===== src/rtl/ifmap_feeder_pkg.sv =====
// Shared definitions for the input-feature-map feeder and the PE array.
package ifmap_feeder_pkg;

  localparam int unsigned TOP_BITS   = 2;
  localparam int unsigned BOT_BITS   = 14;
  localparam int unsigned DATA_WIDTH = TOP_BITS + BOT_BITS;

  typedef logic [DATA_WIDTH-1:0] fxp_t;

  typedef enum logic [2:0] {
    ST_IDLE,
    ST_READ,
    ST_WAIT,
    ST_EMIT,
    ST_GAP,
    ST_DONE
  } feeder_state_e;

endpackage


===== src/rtl/feeder_addr_gen.sv =====
// Row/column walker for the feeder: buffer address, row parity, last-pixel flag.
module feeder_addr_gen #(
  parameter int unsigned G_BUF_ADDR_WIDTH = 10,
  parameter int unsigned G_IMAGE_HEIGHT   = 28,
  parameter int unsigned G_IMAGE_WIDTH    = 28
) (
  input  logic                        clk_i,
  input  logic                        rst_ni,
  input  logic                        load_i,
  input  logic                        step_i,
  input  logic [G_BUF_ADDR_WIDTH-1:0] base_addr_i,
  output logic [G_BUF_ADDR_WIDTH-1:0] addr_o,
  output logic                        row_odd_o,
  output logic                        last_o
);

  localparam int unsigned RW = (G_IMAGE_HEIGHT > 1) ? $clog2(G_IMAGE_HEIGHT) : 1;
  localparam int unsigned CW = (G_IMAGE_WIDTH > 1) ? $clog2(G_IMAGE_WIDTH) : 1;

  logic [RW-1:0]               row_q;
  logic [CW-1:0]               col_q;
  logic [G_BUF_ADDR_WIDTH-1:0] addr_q;
  logic                        col_end;
  logic                        row_end;

  assign col_end = (col_q == CW'(G_IMAGE_WIDTH - 1));
  assign row_end = (row_q == RW'(G_IMAGE_HEIGHT - 1));

  // Row-major image is contiguous, so the address simply increments (wrapping).
  always_ff @(posedge clk_i or negedge rst_ni) begin
    if (!rst_ni) begin
      row_q  <= '0;
      col_q  <= '0;
      addr_q <= '0;
    end else if (load_i) begin
      row_q  <= '0;
      col_q  <= '0;
      addr_q <= base_addr_i;
    end else if (step_i) begin
      addr_q <= addr_q + 1'b1;
      if (col_end) begin
        col_q <= '0;
        row_q <= row_q + 1'b1;
      end else begin
        col_q <= col_q + 1'b1;
      end
    end
  end

  assign addr_o    = addr_q;
  assign row_odd_o = row_q[0];
  assign last_o    = col_end && row_end;

endmodule


===== src/rtl/ifmap_feeder.sv =====
// Streams an image from the global buffer to the first PE as Q-format pixels.
module ifmap_feeder
  import ifmap_feeder_pkg::*;
#(
  parameter int unsigned G_BUF_ADDR_WIDTH = 10,
  parameter int unsigned G_BUF_DATA_WIDTH = 8,
  parameter int unsigned G_TOP_BITS       = 2,
  parameter int unsigned G_BOT_BITS       = 14,
  parameter int unsigned G_KERNEL_SIZE    = 5,
  parameter int unsigned G_IMAGE_HEIGHT   = 28,
  parameter int unsigned G_IMAGE_WIDTH    = 28
) (
  input  logic                               clk_i,
  input  logic                               rst_ni,
  input  logic                               start_i,
  input  logic [G_BUF_ADDR_WIDTH-1:0]        base_addr_i,
  output logic                               busy_o,
  output logic                               done_o,
  output logic                               buf_rd_en_o,
  output logic [G_BUF_ADDR_WIDTH-1:0]        buf_addr_o,
  input  logic [G_BUF_DATA_WIDTH-1:0]        buf_data_i,
  output logic                               ifmap_vld_o,
  output logic                               ifmap_row_o,
  output logic [G_TOP_BITS+G_BOT_BITS-1:0]   ifmap_o,
  output logic                               psum_vld_o,
  output logic [G_TOP_BITS+G_BOT_BITS-1:0]   psum_o
);

  localparam int unsigned OUT_W   = G_TOP_BITS + G_BOT_BITS;
  localparam int unsigned PAD_W   = G_BOT_BITS - G_BUF_DATA_WIDTH;
  localparam int unsigned GAP_CYC = (G_KERNEL_SIZE > 2) ? G_KERNEL_SIZE - 2 : 0;
  localparam int unsigned GW      = (GAP_CYC > 1) ? $clog2(GAP_CYC) : 1;

  feeder_state_e               state_q, state_d;
  logic [GW-1:0]               gap_cnt_q;
  logic [G_BUF_DATA_WIDTH-1:0] pix_q;
  logic                        load;
  logic                        step;
  logic                        last_pix;
  logic                        row_odd;
  logic                        emit;

  feeder_addr_gen #(
    .G_BUF_ADDR_WIDTH (G_BUF_ADDR_WIDTH),
    .G_IMAGE_HEIGHT   (G_IMAGE_HEIGHT),
    .G_IMAGE_WIDTH    (G_IMAGE_WIDTH)
  ) u_addr_gen (
    .clk_i       (clk_i),
    .rst_ni      (rst_ni),
    .load_i      (load),
    .step_i      (step),
    .base_addr_i (base_addr_i),
    .addr_o      (buf_addr_o),
    .row_odd_o   (row_odd),
    .last_o      (last_pix)
  );

  // State register.
  always_ff @(posedge clk_i or negedge rst_ni) begin
    if (!rst_ni) begin
      state_q <= ST_IDLE;
    end else begin
      state_q <= state_d;
    end
  end

  // Next-state logic; the address walker advances on each entry into READ.
  // The last pixel leaves EMIT straight for DONE so done_o lands the cycle
  // after the final valid.
  always_comb begin
    state_d = state_q;
    load    = 1'b0;
    step    = 1'b0;
    unique case (state_q)
      ST_IDLE: begin
        if (start_i) begin
          state_d = ST_READ;
          load    = 1'b1;
        end
      end
      ST_READ: state_d = ST_WAIT;
      ST_WAIT: state_d = ST_EMIT;
      ST_EMIT: begin
        if (last_pix) begin
          state_d = ST_DONE;
        end else if (GAP_CYC == 0) begin
          state_d = ST_READ;
          step    = 1'b1;
        end else begin
          state_d = ST_GAP;
        end
      end
      ST_GAP: begin
        if (gap_cnt_q == GW'(GAP_CYC - 1)) begin
          state_d = ST_READ;
          step    = 1'b1;
        end
      end
      ST_DONE: state_d = ST_IDLE;
      default: state_d = ST_IDLE;
    endcase
  end

  // Idle-cycle counter, cleared whenever the FSM is outside GAP.
  always_ff @(posedge clk_i or negedge rst_ni) begin
    if (!rst_ni) begin
      gap_cnt_q <= '0;
    end else if (state_q == ST_GAP) begin
      gap_cnt_q <= gap_cnt_q + 1'b1;
    end else begin
      gap_cnt_q <= '0;
    end
  end

  // Capture buffer data, valid the cycle after the read strobe.
  always_ff @(posedge clk_i or negedge rst_ni) begin
    if (!rst_ni) begin
      pix_q <= '0;
    end else if (state_q == ST_WAIT) begin
      pix_q <= buf_data_i;
    end
  end

  assign emit        = (state_q == ST_EMIT);
  assign busy_o      = (state_q != ST_IDLE);
  assign done_o      = (state_q == ST_DONE);
  assign buf_rd_en_o = (state_q == ST_READ);
  assign ifmap_vld_o = emit;
  assign ifmap_row_o = emit & ~row_odd;
  assign ifmap_o     = emit ? (OUT_W'(pix_q) << PAD_W) : '0;
  assign psum_vld_o  = emit;
  assign psum_o      = '0;

endmodule


===== config.mk =====
export PLATFORM = sky130hd
export DESIGN_NAME = ifmap_feeder
export DESIGN_NICKNAME = d
export VERILOG_FILES = /design/src/rtl/ifmap_feeder_pkg.sv /design/src/rtl/feeder_addr_gen.sv /design/src/rtl/ifmap_feeder.sv
export SDC_FILE = /design/constraint.sdc
export NUM_CORES = 1
export LEC_CHECK = 0
export ABC_AREA = 1
export BUFFER_PORTS_ARGS = -buffer_cell sky130_fd_sc_hd__buf_2
export CORE_MARGIN = 2
export CORE_UTILIZATION = 42
export CTS_CLUSTER_SIZE = 8
export DETAILED_ROUTE_END_ITERATION = 8
export PLACE_DENSITY = 0.71
export SETUP_SLACK_MARGIN = 0.5
export SYNTH_ARGS = -nofsm -noshare
export SYNTH_HDL_FRONTEND = slang
export SYNTH_SLANG_ARGS = --single-unit

===== constraint.sdc =====
create_clock -name clk_i -period 1.4 [get_ports clk_i]
set_clock_uncertainty 0.1 [all_clocks]
set_input_delay 0.28 -clock clk_i [delete_from_list [all_inputs] [get_ports clk_i]]
set_output_delay 0.28 -clock clk_i [all_outputs]
set_load 0.005 [all_outputs]

Word level (Yosys, flattened, before mapping)
Cells that the tools add are included.

storage, ports and cells
  flip-flop bits (word level) = 33
  bits of input ports = 21
  word-level logic and storage cells = 47
  output and inout port bits = 48

cells by class
  eq/ne operators = 10
  mux-type cells = 18
  reduce and logical (&&, ||, !) cells = 7
  add/subtract/negate cells = 4
  bitwise gates (word level) = 2

operator list
  cell                     number
  $mux W5                  6
  $mux W10                 2
  $pmux W3 S5              1
  $mux W14                 1
  $add A10 B1 Y10 const B  1
  $add A5 B1 Y5 const B    2
  $eq A5 B5 Y1 const B     2
  $eq A3 B2 Y1 const B     2
  $eq A3 B3 Y1 const B     2
  $mux W3                  2
  $mux W1                  5
  $ne A2 B2 Y1 const B     2
  $reduce_and A2 Y1        2
  $reduce_bool A2 Y1       2
  $eq A3 B1 Y1 const B     1
  $logic_not A3 Y1         1
  $reduce_bool A3 Y1       1
  $add A2 B1 Y2 const B    1
  $eq A2 B2 Y1 const B     1
  $mux W2                  1
  $and A1 B1 Y1            1
  $logic_and A1 B1 Y1      1
  $not A1 Y1               1

Depth between registers and ports, before layout
  word-level depth = 5
  mapped depth = 9
  gate-level depth less buffers = 8

Cells and area by module
A second synthesis with hierarchy kept.

second synthesis, totals
  cells, all modules = 246
  area, all modules = 1,983.2 µm²

modules (own cells, without submodules)
  module           cells an instance  area an instance (µm²)  instances  seq. area each (µm²)
  feeder_addr_gen  142                1,171.1                 1          500.5
  ifmap_feeder     104                812.0                   1          325.3

Worst setup path after synthesis
OpenSTA, ideal clock, no wires.

  path kind = flip-flop to output port
  from = register state_q[2]
  to = output port ifmap_o[10]
  path slack = -111 ps
  cell stages (with the launch flop) = 6
  data arrival time = 1,131 ps
  path buffers = 0
  required time = 1,020 ps
  cell sequence = dfrtp_1 > inv_2 > nand2_1 > nor2_1 > inv_2 > nor2_1

on the way
  word-level cells in the longest chain between the ends = 2

RTL lines
  item                      line                 text
  start: declaration        ifmap_feeder.sv:34   feeder_state_e state_q, state_d;
  start signal: assignment  ifmap_feeder.sv:63   state_q <= state_d;
  $eq A3 B2 Y1              ifmap_feeder.sv:124  assign emit = (state_q == ST_EMIT);
  net ifmap_vld_o           ifmap_feeder.sv:22   output logic ifmap_vld_o,
  $mux W14                  ifmap_feeder.sv:130  assign ifmap_o = emit ? (OUT_W'(pix_q) << PAD_W) : '0;
  end: declaration          ifmap_feeder.sv:24   output logic [G_TOP_BITS+G_BOT_BITS-1:0] ifmap_o,

The timed path passes the listed nets, and every way through them passes these cells.

Worst setup path in the final report
  from = register state_q[0]
  to = output port buf_rd_en_o

on the way
  word-level cells in the longest chain between the ends = 1

RTL lines
  item              line                 text
  $eq A3 B1 Y1      ifmap_feeder.sv:127  assign buf_rd_en_o = (state_q == ST_READ);
  end: declaration  ifmap_feeder.sv:19   output logic buf_rd_en_o,

Every way passes these cells.

==> metrics.txt <==
Crit Path Max Fanout 3; PortBufs 44; Synth Area in Simple Gates 0.292; minimum clock period 1.74 ns; H-tree depth 2; Total Routing Usage GR 0.223; core region area 4720 um^2; final hold viol count 0; Fmax 0.574 GHz; post-synthesis cell area 2070 um^2; dpl hpwl 3290 um; Routed wire per std cell 14.1 um; routed length on met1 2410 um; CTS clk-pin slew, worst paths 0.07 ns; Slew Viols, Final 0; Initial Util 0.438; GP Congestion 0.845; RSZ-0062 raised after global routing true; largest net degree at the start of global routing 34; Yosys cell types 29; worst r2r path cells 8; TritonCTS clock tree yes; CTS Sinks 33; status finished with violations; Synth Area in Compound Gates 0.0708; R2R Setup Slk -0.22 ns; 1st-pass router iterations 4; number of antenna diodes 0; # IOs 69; XOR/XNOR share of the synthesized area 0.0381; DRT antenna net count 0; crit path capture type output port; mux cell area share after synthesis 0.00484; r2r startpoint state_q[1]; synthesis-stage register bit count 33; Final nets 396; Mean Syn Cell Area 7.86 um^2; Leak 1.73 nW; CTS buffer count 5; worst-skew pair later-pin latency 0.30 ns; placed cell areas 2500 um^2; global-route wire length before repair 9330 um; Design Area, Final 3430 um^2; DIE WIDTH 74.2 um; final WL 6190 um; number of max-cap violations 0; Pwr Density 2090 nW/um^2; post-synthesis sequential area ratio 0.399; Endpoint, Worst Hold pix_q[5]; type of the worst setup path register to output port; Peak VDD IR 1.54 mV; via count 2090; Max Used Layer met4; adder-cell share of the synthesized area 0.0242; setup violators final 44; worst-case clock buffer depth 2; reg2reg end u_addr_gen.col_q[4]; Hold Crit Depth 3; hold crit path type primary input to register; Worst Setup SP state_q[0]; WP data required 1.02 ns; Hold Crit Start buf_data_i[5]; antenna violations before repair 0; Post-Syn Instances 263; setup total negative slack -8.99 ns; Residual DRC 0; CP startpoint kind register; Clock Root Buffer clkbuf_8; Die Footprint 5500 um^2; failing checks setup timing; share of layout cells above drive strength 1 0.503; met2 wire len 3240 um; Initial DRC Count 147; Rows 25; total congestion overflow 0; largest family of logic cells by synthesized area simple AND/OR/NAND/NOR gates; Period Utilization, post-route 1.24; die height 74.2 um; pre-CTS setup slack -0.0497 ns; Area growth, synth to finish 66.1%; vias in the first global route 2039; fin worst setup slack -0.343 ns; WL met3 317 um; vias per cell 4.76; Worst EP arrival 1.36 ns; Yosys warning count 0
-- synth_stat cells --
cell type | instances | area (um^2)
xor2_1 | 6 | 52.6
nand2_1 | 59 | 221
buf_4 | 26 | 195
inv_2 | 5 | 18.8
or2_0 | 5 | 31.3
nand2_4 | 2 | 22.5
o21ai_1 | 17 | 85.1
o21ai_0 | 2 | 10.0
inv_1 | 26 | 97.6
or2_1 | 1 | 6.26
nand3_4 | 2 | 35.0
buf_6 | 3 | 33.8
nor3b_1 | 1 | 7.51
ha_1 | 4 | 50.1
nand3_1 | 22 | 110
o21ai_2 | 2 | 17.5
nor2_4 | 1 | 11.3
a21oi_1 | 3 | 15.0
nor3_1 | 1 | 5.00
xnor2_1 | 3 | 26.3
dfrtp_1 | 33 | 826
mux2i_1 | 1 | 10.0
nand2_2 | 1 | 6.26
nor2_8 | 1 | 20.0
buf_2 | 1 | 5.00
o22ai_1 | 3 | 18.8
nand4_1 | 4 | 25.0
nor2_1 | 27 | 101
conb_1 | 1 | 3.75
-- worst max-delay path by stage --
stage / end / slack, ns / cells after the start
after floorplan: ifmap_o[10] / 0.04 / 5
after global placement: u_addr_gen.addr_o[3] / 0.007 / 6
after detailed placement: u_addr_gen.addr_o[4] / -0.05 / 6
after CTS: buf_rd_en_o / -0.28 / 4
final: buf_rd_en_o / -0.34 / 4
after global routing: buf_rd_en_o / -0.38 / 4
-- area by class of cell --
type / count / area, um^2
tap: 67 / 83.8
sequential: 33 / 832
multi-input combinational: 194 / 1290
fill: 332 / 1290
clock inverter: 2 / 37.5
inverter: 31 / 136
clock buffer: 6 / 82.6
timing repair inverter: 1 / 8.76
timing repair buffer: 105 / 960
-- kinds of logic (layout without fill, tap and decap cells) --
kind of cell,count (synthesis),after routing
mux,1,1
simple gates,127,129
flops,33,33
compound gates,27,27
buf+inv,61,145
other cells,1,24
fa+ha+maj,4,4
xor+xnor,9,9
-- registers in the layout, indices dropped and copies added (netlist names) --
register and flops:
u_addr_gen.col_q 5, pix_q 8, u_addr_gen.addr_o 10, state_q 3
u_addr_gen.row_q 5, gap_cnt_q 2
-- critical path, stage by stage, from the launching register on --
cell and delay [ns]:
dfrtp_2 0.44, inv_2 0.07, or2_1 0.29, nor2_1 0.14, buf_2 0.13
-- report_power, final --
| group | switching (W) | total [W] | internal [W] |
|---|---|---|---|
| clock | 0.000381 | 0.000960 | 0.000579 |
| sequential | 0.000291 | 0.00160 | 0.00131 |
| combinational | 0.00216 | 0.00462 | 0.00246 |
-- routing by layer --
layer / vias up / global-route usage
met5: - / 0
met4: 0 / 0.0747
met2: 74 / 0.392
met3: 21 / 0.0501
li1: 1001 / -
met1: 994 / 0.270
-- stage by stage --
stage               utilization  hold slack [ns]  std cells  total power [W]
finish                    0.727           0.0934        439          0.00718
floorplan                     -           -0.116        286          0.00317
global route              0.727            0.100        439          0.00764
global placement          0.530            0.155        389          0.00406
CTS                       0.667           0.0955        427          0.00645
detailed placement        0.530            0.156        389          0.00414
-- what timing repair did --
| item | CTS | global route |
|---|---|---|
| cloned | 4 | 2 |
| resized for setup | 57 | 44 |
| setup endpoints to repair | 57 | 57 |
| hold endpoints to repair | 33 | 0 |
| buffers inserted | 25 | 10 |
| pin swaps | 13 | 15 |
| hold buffers | 1 | 0 |
-- placed cells by master, fill, tap and decap left out, types with 4 or more instances in the layout --
cell       n
or2_0      5
buf_12     7
nand2_8    4
nand2_1   39
o21ai_1    9
clkbuf_8   6
buf_2     35
conb_1    24
nor2_1    19
o21ai_2   12
buf_6     27
xor2_1     6
nand4_1    4
dfrtp_1   28
nand3_1   15
dfrtp_2    5
nand2_4   11
nand3_2    6
inv_1     25
nand2_2   10
buf_4     31
nor2_2     6
(Power assumes the default switching activity.)
